### src/rtl/uart_pkg.sv
// Shared types and frame constants for the 8N1 UART transmitter.
package uart_pkg;

  typedef enum logic [1:0] {
    IDLE,
    START,
    DATA,
    STOP
  } uart_state_e;

  localparam int DATA_BITS  = 8;
  localparam int FRAME_BITS = 10;

endpackage

### src/rtl/uart_if.sv
// Parallel-side and serial-side signals of the UART transmitter.
interface uart_if;

  logic       load_byte;
  logic       t_byte;
  logic [7:0] data;
  logic       serial_out;
  logic       busy;

  modport master (
    output load_byte, t_byte, data,
    input  serial_out, busy
  );

  modport slave (
    input  load_byte, t_byte, data,
    output serial_out, busy
  );

endinterface

### src/rtl/uart_baud_gen.sv
// Bit-period counter: counts 0..CLKS_PER_BIT-1 while enabled and flags the last count.
module uart_baud_gen #(
  parameter int CLKS_PER_BIT = 4
) (
  input  logic clk,
  input  logic rst,
  input  logic i_clear,
  input  logic i_enable,
  output logic o_bit_tick
);

  localparam logic [7:0] LAST_COUNT = 8'(CLKS_PER_BIT - 1);

  logic [7:0] r_count;
  logic       w_last;

  assign w_last     = (r_count == LAST_COUNT);
  assign o_bit_tick = i_enable && w_last;

  // NOTE: sequential state uses non-blocking assignments so every register samples pre-edge values.
  always_ff @(posedge clk or negedge rst) begin
    if (!rst) begin
      r_count <= '0;
    end else if (i_clear) begin
      r_count <= '0;
    end else if (i_enable) begin
      r_count <= w_last ? 8'd0 : r_count + 8'd1;
    end
  end

endmodule

### src/rtl/uart.sv
// 8N1 UART transmitter: holding register, shift register and frame FSM.
module uart
  import uart_pkg::*;
#(
  parameter int CLKS_PER_BIT = 4
) (
  input  logic   clk,
  input  logic   rst,
  uart_if.slave  bus
);

  localparam logic [2:0] LAST_BIT = 3'(DATA_BITS - 1);

  uart_state_e r_state;
  logic [7:0]  r_hold;
  logic [7:0]  r_shift;
  logic [2:0]  r_bit_idx;
  logic        r_serial;
  logic        r_busy;

  logic        w_bit_tick;
  logic        w_baud_clear;
  logic        w_baud_en;
  logic [7:0]  w_tx_byte;

  assign w_baud_clear = (r_state == IDLE);
  assign w_baud_en    = !w_baud_clear;
  // A same-edge load bypasses the holding register so the new byte goes out.
  assign w_tx_byte    = bus.load_byte ? bus.data : r_hold;

  uart_baud_gen #(
    .CLKS_PER_BIT (CLKS_PER_BIT)
  ) u_baud_gen (
    .clk        (clk),
    .rst        (rst),
    .i_clear    (w_baud_clear),
    .i_enable   (w_baud_en),
    .o_bit_tick (w_bit_tick)
  );

  // NOTE: serial_out/busy are updated here alongside the state, so neither has a path from an input.
  always_ff @(posedge clk or negedge rst) begin
    if (!rst) begin
      r_state   <= IDLE;
      r_hold    <= '0;
      r_shift   <= '0;
      r_bit_idx <= '0;
      r_serial  <= 1'b1;
      r_busy    <= 1'b0;
    end else begin
      case (r_state)
        IDLE: begin
          r_serial <= 1'b1;
          r_busy   <= 1'b0;
          if (bus.load_byte) r_hold <= bus.data;
          if (bus.t_byte) begin
            r_state   <= START;
            r_shift   <= w_tx_byte;
            r_bit_idx <= '0;
            r_serial  <= 1'b0;
            r_busy    <= 1'b1;
          end
        end
        START: begin
          if (w_bit_tick) begin
            r_state  <= DATA;
            r_serial <= r_shift[0];
          end
        end
        DATA: begin
          if (w_bit_tick) begin
            if (r_bit_idx == LAST_BIT) begin
              r_state  <= STOP;
              r_serial <= 1'b1;
            end else begin
              r_shift   <= r_shift >> 1;
              r_serial  <= r_shift[1];
              r_bit_idx <= r_bit_idx + 3'd1;
            end
          end
        end
        STOP: begin
          if (w_bit_tick) begin
            r_state <= IDLE;
            r_busy  <= 1'b0;
          end
        end
        default: r_state <= IDLE;
      endcase
    end
  end

  assign bus.serial_out = r_serial;
  assign bus.busy       = r_busy;

endmodule

### src/flat_wrapper.sv
// flat-port wrapper written by rule: the top's interface ports become plain ports
module uart_flat import uart_pkg::*;
#(
  parameter int CLKS_PER_BIT = 4
)
  (clk, rst, bus_load_byte, bus_t_byte, bus_data, bus_serial_out, bus_busy);
  uart_if bus_i ();
  input  logic clk;
  input  logic rst;
  input wire logic [$bits(bus_i.load_byte)-1:0] bus_load_byte;
  input wire logic [$bits(bus_i.t_byte)-1:0] bus_t_byte;
  input wire logic [$bits(bus_i.data)-1:0] bus_data;
  output wire logic [$bits(bus_i.serial_out)-1:0] bus_serial_out;
  output wire logic [$bits(bus_i.busy)-1:0] bus_busy;
  assign bus_i.load_byte = bus_load_byte;
  assign bus_i.t_byte = bus_t_byte;
  assign bus_i.data = bus_data;
  assign bus_serial_out = bus_i.serial_out;
  assign bus_busy = bus_i.busy;
  uart #(.CLKS_PER_BIT(CLKS_PER_BIT)) u_core (.clk(clk), .rst(rst), .bus(bus_i));
endmodule
### config.mk
export PLATFORM = sky130hd
export DESIGN_NAME = uart_flat
export DESIGN_NICKNAME = d
export VERILOG_FILES = /design/src/rtl/uart_pkg.sv /design/src/rtl/uart_if.sv /design/src/rtl/uart_baud_gen.sv /design/src/rtl/uart.sv /design/src/flat_wrapper.sv
export SDC_FILE = /design/constraint.sdc
export NUM_CORES = 1
export LEC_CHECK = 0
export CAP_MARGIN = 10
export CORE_MARGIN = 2
export CORE_UTILIZATION = 55
export DETAILED_ROUTE_END_ITERATION = 6
export PLACE_DENSITY = 0.76
export SYNTH_ARGS = -nofsm -noshare
export SYNTH_HDL_FRONTEND = slang
export SYNTH_SLANG_ARGS = --single-unit
### constraint.sdc
create_clock -name clk -period 2.1 [get_ports clk]
set_input_delay 0.42 -clock clk [delete_from_list [all_inputs] [get_ports clk]]
set_output_delay 0.42 -clock clk [all_outputs]
set_load 0.005 [all_outputs]
==> impl_metrics.toml <==
[cells_and_area]
drive_gt1_share_pct = 20.9
syn_to_final_growth_pct = 16.5
antennaDiodeCount = 0
fillers = 238
fin_nets = 196
fin_cells = 210

[setup_path]
critPathArrivalTime_ps = 2270
r2r_start = "u_core.r_state[0]"
cpMostUsedCell = "inv_1"
cp_slowest_cell = "dfrtp_1"
r2r_end = "u_core.r_shift[6]"
crit_type = "flop to flop"
crit_path_end_kind = "flop"
reg2regPathDepth = 6
cp-start-kind = "flop"
r2r_slack_ps = 70
worst-endpoint-required_ps = 2340
max_stage_delay_ps = 440
critPathMaxFanout = 7
path_cells = "inv_1 -> ha_1 -> inv_1 -> nor3b_2 -> a31oi_2 -> mux2_4"

[global_routing]
grt_use_total_pct = 20.8
grt.overflow.total = 0
grt_max_degree = 32
grt_pass1_wl_mm = 5.22
grt_pass1_vias = 1197
antenna_found_initial = 0

[clock_network]
clockBufferDepth = 2
h-tree-depth = 2
clock_latency_ps = 350
clock-sinks = 31
cts_made_buffers = 5
clkTransAtPathRegs_ps = 110
hold_buffers = 0
cts_root_buf = "clkbuf_4"
cts_tree = "done"

[floorplan]
fp-row-count = 20
ioPinCount = 14
die_width_um = 59.6
coreArea_um2 = 3000
dieArea_um2 = 3550
die_y_um = 59.6
start_util_pct = 56.6

[synth]
synthArstFlopShare_pct = 100
synth.area.mux_share_pct = 19.6
synth_compound_area_share_pct = 6.84
ys_ff_latch = 31
avgSynthCellArea_um2 = 11.0
synth_cell_types = 37
syn_inst = 154
synth_area_leaders = "dfrtp_1 44%, mux2i_1 9.4%, mux2_4 6.2%, ha_1 5.9%, nor2_1 4.0%"
synth-simple-area-share_pct = 13.5
synth_nets = 174
synth_common_cells = "30 x dfrtp_1, 18 x nor2_1, 16 x mux2i_1, 12 x inv_1, 8 x ha_1"
synth_top_area_share_pct = 44.2
synth_fa_ha_area_share_pct = 5.89
ys_warn_count = 0
synth_xor_area_share_pct = 3.09
netlist_area_um2 = 1700
yosys.cell_count.top_type = "dfrtp_1"
synth_top_family_by_area = "multiplexers"
yosysTopAreaCell = "dfrtp_1"
synth-main-ff-cell = "dfrtp_1"
seq_area_frac_synth_pct = 45.7
synth-edff-count = 0

[detailed_routing]
routed-via-count = 1208
drc = 0
dr.pass1.iters = 4
routedWlPerCell_um = 15.0
wl_mm = 3.16
drtIter0Drc = 51
vias_per_cell = 5.75
ant_nets = 0

[status]
outcome = "complete, no violations"

[power]
seqPwrFrac_pct = 35.8
leakage_nw = 0.959
power_mw = 2.83
ir_worst_vdd_uv = 840
clkPwrFrac_pct = 17.6
switching_power_mw = 1.04
p_int_mw = 1.79
power_density_nw_per_um2 = 1430
swShare_pct = 36.7
comb_power_share_pct = 46.6

[sta]
setup_viol = 0
max_freq_mhz = 493
hold_viol = 0
fin_skew_ps = 12.9
period_minus_slack_ps = 2030
timing.slew.headroom_pct = 65.4
period_share_pct = 96.7
slew_violations = 0
tns_ps = 0
worst_pin_slew_ps = 518

[placement]
io_buffers = 13
dpl.cell_count = 200
gp_congestion = 0.785
dp_hpwl_mm = 2.17

[flow_run]
maxCapViolCount = 0

[min_path]
hold_path.class = "input port to asynchronous set/reset pin"
[power groups by stage]
stage	logic (mW)	clock network (mW)	registers, mW
finish	1.32	0.499	1.01
global route	1.47	0.538	1.05
CTS	1.27	0.507	1.01
detailed placement	1.27	0	1.02
global placement	1.20	0	1.01
floorplan	1.03	0	0.982
[registers in the layout, summed over array words and instances (netlist names)]
name and cells:
u_core.r_hold 8, u_core.r_shift 8, u_core.u_baud_gen.r_count 8, u_core.r_bit_idx 3, u_core.r_state 2, u_core.bus.busy 1, u_core.bus.serial_out 1
[critical path: cells and delay by family (launching register included)]
kind	cells	cell delay, ps
flip-flops	1	440
AND/OR/NAND/NOR	1	360
multiplexers	1	360
adder cells (fa/ha/maj)	1	300
buffers and inverters	2	270
AO/OA/AOI/OAI	1	180
[per-layer routing]
layer	part of all wire (%)	vias to the layer above	global-route usage (%)	wire length, um
li1	-	581	-	-
met1	42	570	22.9	1320
met2	50	43	35.5	1570
met3	5.1	14	6.33	160
met4	3.4	0	11.7	107
met5	0	-	0	0
[final cells by class]
type / count / area (um^2) / area share (%)
multi-input combinational: 106 / 848 / 42.8
timing repair buffer: 20 / 183 / 9.22
sequential: 31 / 777 / 39.2
clock buffer: 6 / 51.3 / 2.59
clock inverter: 2 / 35.0 / 1.77
inverter: 12 / 45.0 / 2.27
tap: 33 / 41.3 / 2.08
[how the worst max path moves through the flow]
stage,start,to,cells after the start
2_1_floorplan,u_core.r_state[0],u_core.r_bit_idx[0],7
3_3_place_gp,bus_t_byte,u_core.r_shift[0],4
3_5_place_dp,u_core.r_state[0],u_core.r_shift[0],6
4_1_cts,u_core.r_state[0],u_core.r_shift[0],6
5_1_grt,u_core.r_state[0],u_core.r_shift[6],6
6_report,u_core.r_state[0],u_core.r_shift[6],6
[cells in the final DEF, fill, tap and decap left out, types with 2 or more instances in the layout]
cell,n
inv_1,12
nand2_1,7
o21ai_0,5
nor2_1,18
dfrtp_1,30
nand3_1,6
a21oi_1,6
buf_4,7
ha_1,8
and3_1,2
xor2_1,5
nor3_1,2
clkdlybuf4s50_1,13
mux2_4,7
mux2_2,6
mux2i_1,16
clkbuf_4,5
[repair_timing]
item	4_1_cts	5_1_grt
setup endpoints to repair	0	8
resized for setup	0	1
buffers inserted	0	1
[cells by family after synthesis]
family,after synthesis
adder cells (fa/ha/maj),8
AND/OR/NAND/NOR,45
flip-flops,31
XOR/XNOR,6
AO/OA/AOI/OAI,17
multiplexers,29
buffers and inverters,18
[per-stage QoR]
step | utilization (%) | setup WS [ps] | area [um^2] | hold slack [ps]
2_1_floorplan | - | 381 | 1700 | 124
3_3_place_gp | 62.3 | 138 | 1870 | 484
3_5_place_dp | 62.3 | 81.1 | 1870 | 491
4_1_cts | 65.1 | 44.4 | 1960 | 469
5_1_grt | 66.0 | -35.1 | 1980 | 471
6_report | 66.0 | 70.1 | 1980 | 460
(Power assumes the default switching activity.)
